<file path="src/rtl/commit_unit.sv">
// rtl/commit_unit.sv - in-order retirement queue feeding the register-file write port
module commit_unit #(
    parameter int QUEUE_DEPTH = 4,
    parameter int PRD_W       = 5
) (
    input  logic             clk_i,
    input  logic             reset_i,
    input  logic             commit_valid_i,
    output logic             commit_ready_o,
    input  logic [31:0]      commit_inst_i,
    input  logic [31:0]      commit_pc_i,
    input  logic [PRD_W-1:0] commit_prd_i,
    input  logic [31:0]      commit_value_i,
    input  logic             halt_req_i,
    input  logic             rf_stall_i,
    output logic             rf_we_o,
    output logic [PRD_W-1:0] rf_waddr_o,
    output logic [31:0]      rf_wdata_o,
    output logic [31:0]      retire_count_o,
    output logic [31:0]      last_pc_o,
    output logic             halted_o
);

    localparam int PTR_W = (QUEUE_DEPTH > 1) ? $clog2(QUEUE_DEPTH) : 1;
    localparam int CNT_W = PTR_W + 1;
    localparam logic [31:0] INST_ECALL  = 32'h0000_0073;
    localparam logic [31:0] INST_EBREAK = 32'h0010_0073;

    typedef enum logic [1:0] {
        ST_RUN,
        ST_DRAIN,
        ST_HALTED
    } state_t;

    state_t             state_q, state_d;
    logic [PTR_W-1:0]   head_q, head_d;
    logic [PTR_W-1:0]   tail_q, tail_d;
    logic [CNT_W-1:0]   count_q, count_d;
    logic               ready_q, ready_d;
    logic               rf_we_q, rf_we_d;
    logic [PRD_W-1:0]   rf_waddr_q, rf_waddr_d;
    logic [31:0]        rf_wdata_q, rf_wdata_d;
    logic [31:0]        retire_count_q, retire_count_d;
    logic [31:0]        last_pc_q, last_pc_d;
    logic               halted_q, halted_d;

    logic [31:0]        inst_mem  [QUEUE_DEPTH];
    logic [31:0]        pc_mem    [QUEUE_DEPTH];
    logic [PRD_W-1:0]   prd_mem   [QUEUE_DEPTH];
    logic [31:0]        value_mem [QUEUE_DEPTH];

    logic               pop_en;
    logic               push_en;
    logic               halt_inst;
    logic [31:0]        head_inst;

    always_comb begin
        state_d        = state_q;
        head_d         = head_q;
        tail_d         = tail_q;
        count_d        = count_q;
        rf_we_d        = 1'b0;
        rf_waddr_d     = rf_waddr_q;
        rf_wdata_d     = rf_wdata_q;
        retire_count_d = retire_count_q;
        last_pc_d      = last_pc_q;

        head_inst = inst_mem[head_q];
        pop_en    = (count_q != '0) && !rf_stall_i && (state_q != ST_HALTED);
        halt_inst = pop_en && ((head_inst == INST_ECALL) || (head_inst == INST_EBREAK));
        // A retiring halt instruction squashes any entry arriving on the same edge.
        push_en   = commit_valid_i && ready_q && !halt_inst;

        if (pop_en) begin
            head_d         = head_q + PTR_W'(1);
            retire_count_d = retire_count_q + 32'd1;
            last_pc_d      = pc_mem[head_q];
            rf_waddr_d     = prd_mem[head_q];
            rf_wdata_d     = value_mem[head_q];
            rf_we_d        = !halt_inst && (prd_mem[head_q] != '0);
        end
        if (push_en) begin
            tail_d = tail_q + PTR_W'(1);
        end
        count_d = count_q + CNT_W'(push_en) - CNT_W'(pop_en);

        if (halt_inst) begin
            head_d  = '0;
            tail_d  = '0;
            count_d = '0;
            state_d = ST_HALTED;
        end else begin
            case (state_q)
                ST_RUN: begin
                    if (halt_req_i) begin
                        state_d = (count_d == '0) ? ST_HALTED : ST_DRAIN;
                    end
                end
                ST_DRAIN: begin
                    if (count_d == '0) begin
                        state_d = ST_HALTED;
                    end
                end
                default: ;
            endcase
        end

        // Ready is registered from next-state so it stays low throughout reset.
        ready_d  = (state_d == ST_RUN) && (count_d < CNT_W'(QUEUE_DEPTH));
        halted_d = (state_d == ST_HALTED);
    end

    always_ff @(posedge clk_i or negedge reset_i) begin
        if (!reset_i) begin
            state_q        <= ST_RUN;
            head_q         <= '0;
            tail_q         <= '0;
            count_q        <= '0;
            ready_q        <= 1'b0;
            rf_we_q        <= 1'b0;
            rf_waddr_q     <= '0;
            rf_wdata_q     <= '0;
            retire_count_q <= '0;
            last_pc_q      <= '0;
            halted_q       <= 1'b0;
        end else begin
            state_q        <= state_d;
            head_q         <= head_d;
            tail_q         <= tail_d;
            count_q        <= count_d;
            ready_q        <= ready_d;
            rf_we_q        <= rf_we_d;
            rf_waddr_q     <= rf_waddr_d;
            rf_wdata_q     <= rf_wdata_d;
            retire_count_q <= retire_count_d;
            last_pc_q      <= last_pc_d;
            halted_q       <= halted_d;
        end
    end

    always_ff @(posedge clk_i) begin
        if (push_en) begin
            inst_mem[tail_q]  <= commit_inst_i;
            pc_mem[tail_q]    <= commit_pc_i;
            prd_mem[tail_q]   <= commit_prd_i;
            value_mem[tail_q] <= commit_value_i;
        end
    end

    assign commit_ready_o = ready_q;
    assign rf_we_o        = rf_we_q;
    assign rf_waddr_o     = rf_waddr_q;
    assign rf_wdata_o     = rf_wdata_q;
    assign retire_count_o = retire_count_q;
    assign last_pc_o      = last_pc_q;
    assign halted_o       = halted_q;

endmodule
</file>
<file path="config.mk">
export PLATFORM = sky130hd
export DESIGN_NAME = commit_unit
export DESIGN_NICKNAME = d
export VERILOG_FILES = /design/src/rtl/commit_unit.sv
export SDC_FILE = /design/constraint.sdc
export NUM_CORES = 1
export LEC_CHECK = 0
export ABC_AREA = 1
export CAP_MARGIN = 0
export CELL_PAD_IN_SITES_DETAIL_PLACEMENT = 2
export CELL_PAD_IN_SITES_GLOBAL_PLACEMENT = 2
export CORE_UTILIZATION = 38
export CTS_CLUSTER_SIZE = 14
export DETAILED_ROUTE_END_ITERATION = 8
export PLACE_DENSITY_LB_ADDON = 0.15
export SYNTH_ARGS = -nofsm -noshare
export SYNTH_HDL_FRONTEND = slang
export SYNTH_SLANG_ARGS = --single-unit
</file>
<file path="constraint.sdc">
create_clock -name clk_i -period 10.9 [get_ports clk_i]
set_input_delay 2.18 -clock clk_i [delete_from_list [all_inputs] [get_ports clk_i]]
set_output_delay 2.18 -clock clk_i [all_outputs]
set_load 0.1 [all_outputs]
</file>
==> reports/metrics.yaml, run 1 <==
run_status:
  outcome: "finished, final reports clean"
sta:
  tightest_slew_ps: 1130
  timing.fmax_mhz: 162
  timing.final.crit_share_pct: 56.6
  slew_headroom_pct: 24.6
  clock_skew_ps: 23.0
  fin_setup_tns_ps: 0
  finalWorstSetupSlack_ps: 4730
  setup_viol: 0
  period_minus_slack_ps: 6170
  hold_violations: 0
  rsz0062_at_grt: "false"
  drv_slew: 0
yosys:
  yosysTopAreaCell: "edfxtp_1"
  synth_area_um2: 19600
  synth_nets: 1657
  avgSynthCellArea_um2: 12.7
  postSynthCellCount: 1543
  yosys_warnings: 0
  async_flop_share_pct: 22.0
  ys_seq_area_share_pct: 75.6
  yosys-top-cells-area: "edfxtp_1 (61%), dfrtp_1 (14%), nor2_1 (8.1%)"
  yosys.area.top_type_share_pct: 61.2
  ys_types: 39
  synth_flop_cell: "edfxtp_1"
  synth_edf_count: 400
  synth_seq_cells: 513
clock_network:
  path_clk_slew_ps: 60
  cts.repair.resized: 0
  cts_tree: "yes"
  cts_buffer_depth: 3
  clk_root_buffer_cell: "clkbuf_16"
  hold_buffers: 0
  htree_num_levels: 2
  clk_latency_ps: 630
  cts.sinks: 513
  numCtsBuffers: 55
  post_cts_buffers: 0
finish:
  fillerInstances: 4910
  syn2layout_area_growth_pct: 23.8
  multi_input_area_um2: 4190
  num-nets-final: 1871
  drive_gt1_share_pct: 7.27
  final_core_util_pct: 48.0
  regArea_um2: 14800
drt:
  firstDrtPassIters: 4
  viasPerCell: 5.00
  wl_per_cell_um: 21.5
  drt_iter0_markers: 571
  drt_wl_total_mm: 53.2
  vias: 12400
  drc: 0
  detail-route-antenna-nets: 0
worst_hold_path:
  hold_end: "rf_waddr_o[2]"
  hp-start: "rf_waddr_o[2]"
  min_delay_path_depth: 2
  hp-class: "reg -> reg"
floorplan:
  rows: 82
  fp.dieH_um: 229
  ios: 210
  dieArea_um2: 52600
  die_w_um: 229
  start_util_pct: 38.8
  core_area_um2: 50600
power_and_ir_drop:
  ir_drop_uv: 137
  power_density_nw_per_um2: 290
  p_leak_nw: 8.73
worst_setup_path:
  crit_type: "in -> reg"
  startpoint: "rf_stall_i"
  end_kind: "register"
  rrSetupSlack_ps: 6200
  start_kind: "primary input"
  crit_required_ps: 11420
  r2r_cells: 20
  crit_arrival_ps: 6690
  worstPathMaxFanout: 75
  rr_endpoint: "halted_o"
  r2r-start: "head_q[0]"
global_route:
  grt_overflow: 0
  antenna_found_initial: 9
  grt_max_degree: 142
  grt_use_total_pct: 20.6
  grt_pass1_vias: 14000
  grt_pass1_wl_mm: 81.6
run:
  maxCapViolCount: 0
place:
  place_worst_setup_slack_ps: 3990
  numPortBuffers: 208
  dp_hpwl_mm: 32.2
  routabilityCongestion: 0.775
[cell type report]
cell class	count	share of cell area, %
clock inverter	33	1.86
antenna	3	0.0309
sequential	513	61.1
tap	672	3.46
multi-input combinational	883	17.2
timing repair buffer	222	9.01
inverter	82	1.30
clock buffer	70	5.98
[kinds of logic (layout without fill, tap and decap cells)]
family                   after synthesis  after routing  synth area share, %
AND/OR/NAND/NOR                      619            619                 12.9
AO/OA/AOI/OAI                        226            226                 6.36
adder cells (fa/ha/maj)                8              8                0.548
flip-flops                           513            513                 75.6
other                                  0              3                    0
buffers and inverters                147            407                 3.21
XOR/XNOR                              30             30                 1.34
[cells in the final DEF, fill, tap and decap left out, types with 3 or more instances in the layout]
master / n
nor2_1: 418
edfxtp_1: 400
clkdlybuf4s50_1: 207
o21ai_0: 139
nand2_1: 133
dfrtp_1: 111
inv_1: 78
a31oi_1: 64
clkbuf_16: 55
xor2_1: 23
nand4_1: 16
buf_4: 14
nand3_1: 13
clkbuf_1: 13
clkinv_2: 12
nor3_1: 11
bufinv_16: 10
o21ai_1: 9
xnor2_1: 7
nor2_4: 7
ha_1: 7
clkinv_1: 6
nand2_2: 5
a21oi_1: 5
nand3_2: 4
diode_2: 3
and2_1: 3
a32o_1: 3
[power breakdown]
part	leakage [nW]	switching (W)	total [W]	internal, W
clock network	0.928	0.000788	0.00197	0.00118
registers	4.92	0.000171	0.00251	0.00234
logic	2.88	0.00197	0.00256	0.000593
[cell usage after synthesis (3+ instances only)]
cell type and instances:
nor2_1 422, edfxtp_1 400, o21ai_0 139, nand2_1 133, dfrtp_1 113, inv_1 79, a31oi_1 64, buf_2 39
xor2_1 23, nand4_1 16, clkbuf_1 15, nand3_1 13, nor3_1 11, o21ai_1 9, buf_1 7, ha_1 7
xnor2_1 7, a21oi_1 5, nand2_2 5, nand3_2 4, a32o_1 3, and2_1 3, buf_6 3, nor2_4 3
[per-stage QoR]
| stage | total power, W | std cells | hold slack, ps | instance area (µm²) |
|---|---|---|---|---|
| floorplan | 0.00439 | 1543 | 517 | 19600 |
| global placement | 0.00504 | 2372 | 468 | 22400 |
| detailed placement | 0.00513 | 2372 | 474 | 22400 |
| CTS | 0.00714 | 2475 | 489 | 24300 |
| global route | 0.00735 | 2478 | 519 | 24300 |
| finish | 0.00704 | 2478 | 483 | 24300 |
[state kept, by name, indices dropped and copies added (netlist names), 3 cells and up]
register        cells
retire_count_o     32
prd_mem            20
value_mem         128
inst_mem          124
rf_waddr_o          5
last_pc_o          32
count_q             3
pc_mem            128
rf_wdata_o         32
[worst max-delay path by stage]
| stage | cells after the start | endpoint |
|---|---|---|
| floorplan | 6 | inst_mem[0][0] |
| global placement | 17 | halted_o |
| detailed placement | 17 | halted_o |
| CTS | 17 | halted_o |
| global route | 17 | halted_o |
| finish | 17 | halted_o |
[worst max-delay path, cell delays in order]
cell	delay, ps
clkdlybuf4s50_1	450
a21oi_4	130
nand2_2	310
inv_4	750
nand3_2	380
nand2_1	440
ha_1	310
inv_1	60
ha_1	130
inv_1	50
fa_1	370
xor2_1	160
xnor2_1	240
nand2_1	150
o21ai_0	260
inv_1	100
o21ai_0	200
[routing by layer]
| layer | up-vias | wire (µm) | global-route usage, % |
|---|---|---|---|
| met5 | - | 76 | 0 |
| met4 | 12 | 1360 | 6.96 |
| met3 | 94 | 2360 | 4.02 |
| met2 | 217 | 27300 | 37.0 |
| met1 | 6307 | 22100 | 24.5 |
| li1 | 5771 | - | - |
Power figures use the tool's default switching activity.
==> inputs of run 2 (changes only) <==
CORE_UTILIZATION = 35   (was 38)
clock period = 5.6 ns   (was 10.9 ns; I/O delays follow)
==> reports/metrics.yaml, run 2 (synthesized netlist as in run 1, its figures left out) <==
global_route:
  grt_overflow: 0
  antenna_found_initial: 6
  grt.busiest_layer: "met2"
  grt_max_degree: 93
  grt_use_total_pct: 19.4
  grt_pass1_vias: 14200
  grt_use_met2_pct: 35.1
  met3_usage_pct: 3.04
  grt_pass1_wl_mm: 83.0
  grt_use_met1_pct: 23.3
drt:
  drt_wl_total_mm: 54.0
  detail-route-antenna-nets: 0
  drc: 0
  firstDrtPassIters: 4
  vias: 12500
  viasPerCell: 4.87
  drt_iter0_markers: 574
  wl_per_cell_um: 21.1
power_and_ir_drop:
  sw_frac_of_total_pct: 41.7
  ir_drop_uv: 378
  clkPwrFrac_pct: 27.3
  switchingPower_w: 0.00566
  power_density_nw_per_um2: 555
  p_leak_nw: 8.77
  internal-power_w: 0.00791
  combinationalPowerShare_pct: 36.6
  p_seq_share_pct: 36.1
worst_hold_path:
  hp-start: "rf_waddr_o[2]"
  min_delay_path_depth: 2
  hp-class: "reg -> reg"
  hold_end: "rf_waddr_o[2]"
floorplan:
  fp.dieH_um: 239
  start_util_pct: 35.6
  core_area_um2: 55200
  dieArea_um2: 57000
  ios: 210
  rows: 86
  die_w_um: 239
clock_network:
  cts.repair.resized: 0
  post_cts_buffers: 0
  path_clk_slew_ps: 60
  clk_latency_ps: 620
  clk_root_buffer_cell: "clkbuf_16"
  cts_tree: "yes"
  cts_buffer_depth: 3
  hold_buffers: 0
  htree_num_levels: 2
  cts.sinks: 513
  numCtsBuffers: 57
sta:
  tightest_slew_ps: 1110
  drv_slew: 0
  hold_violations: 0
  clock_skew_ps: 22.1
  fin_hold_ws_ps: 489
  setup_viol: 0
  slew_headroom_pct: 26.0
  fin_setup_tns_ps: 0
  rsz0062_at_grt: "false"
  timing.fmax_mhz: 219
  finalWorstSetupSlack_ps: 1030
  timing.final.crit_share_pct: 81.6
  period_minus_slack_ps: 4570
finish:
  num-nets-final: 1878
  fillerInstances: 5418
  reg_top3: "pc_mem: 128 flops, value_mem: 128 flops, inst_mem: 124 flops"
  final_core_util_pct: 44.3
  syn2layout_area_growth_pct: 24.5
  final_common_cell: "nor2_1"
  fin_cells: 2564
  drive_gt1_share_pct: 7.67
  final_cell_mix: "nor2_1 (418), edfxtp_1 (400), clkdlybuf4s50_1 (207)"
worst_setup_path:
  rr_endpoint: "state_q[0]"
  worstPathMaxFanout: 56
  crit_arrival_ps: 5070
  rrSetupSlack_ps: 1030
  crit_required_ps: 6100
  r2r-start: "head_q[0]"
  crit_type: "reg -> reg"
  end_kind: "register"
  start_kind: "register"
  r2r_cells: 21
run_status:
  outcome: "finished, final reports clean"
place:
  numPortBuffers: 208
  routabilityCongestion: 0.763
  dp.cells: 2453
  place_worst_setup_slack_ps: 972
  dp_hpwl_mm: 33.6
run:
  maxCapViolCount: 0
==> run 2: cell types whose count changed in the layout (fill, tap and decap cells not counted), sizes merged <==
cell      previous run  this run
buf                 15        20
clkbuf              70        80
clkinvlp             2         0
diode                3         4
clkinv              20        22
bufinv              10         4
==> run 2: area by class of cell <==
cell class	instances	area (µm²)	share of cell area [%]
Multi-Input combinational cell	883	4190	17.1
Tap cell	748	936	3.83
Clock inverter	27	254	1.04
Clock buffer	80	1610	6.60
Timing Repair Buffer	227	2280	9.31
Antenna cell	4	10.0	0.0410
Sequential cell	513	14800	60.7
Inverter	82	315	1.29
==> run 2: power by group through the flow <==
stage / Combinational, W / Sequential [W] / Clock [W]
after detailed placement: 0.00503 / 0.00498 / 0
after CTS: 0.00507 / 0.00491 / 0.00382
after global routing: 0.00532 / 0.00496 / 0.00396
after floorplan: 0.00162 / 0.00692 / 0
final: 0.00498 / 0.00490 / 0.00370
after global placement: 0.00490 / 0.00496 / 0
==> run 2: routing by layer <==
metal	vias to the layer above	share of wire, %
met3	80	3.9
met5	-	0.043
li1	5791	-
met2	217	52
met4	4	2.5
met1	6387	41
==> run 2: stage by stage <==
stage / power, W / area [µm²]
3_3_place_gp: 0.00986 / 22600
6_report: 0.0136 / 24400
2_1_floorplan: 0.00854 / 19600
5_1_grt: 0.0142 / 24400
4_1_cts: 0.0138 / 24400
3_5_place_dp: 0.0100 / 22600
==> run 2: critical path, cell delays in order, from the launching register on <==
cell and delay (ps):
dfrtp_4 750, inv_6 420, nand2_2 90, nor2_1 130, nand2_1 60, nor2_1 140
nand2_1 90, nand3_2 140, nand3_2 250, nand2_1 430, ha_1 330, inv_1 70
ha_1 140, inv_1 50, fa_1 370, xor2_1 160, xnor2_1 250, nand2_1 110
o21ai_0 230, inv_1 100, nand2_1 80, inv_1 50
==> run 2: worst max-delay path by stage <==
stage / start / end / slack, ps / cells past startpoint
after floorplan: rf_stall_i / inst_mem[0][0] / -680 / 6
after global placement: rf_stall_i / halted_o / 1040 / 16
after detailed placement: head_q[0] / state_q[0] / 970 / 21
after CTS: head_q[0] / halted_o / 880 / 20
after global routing: head_q[0] / halted_o / 500 / 20
final: head_q[0] / state_q[0] / 1030 / 21
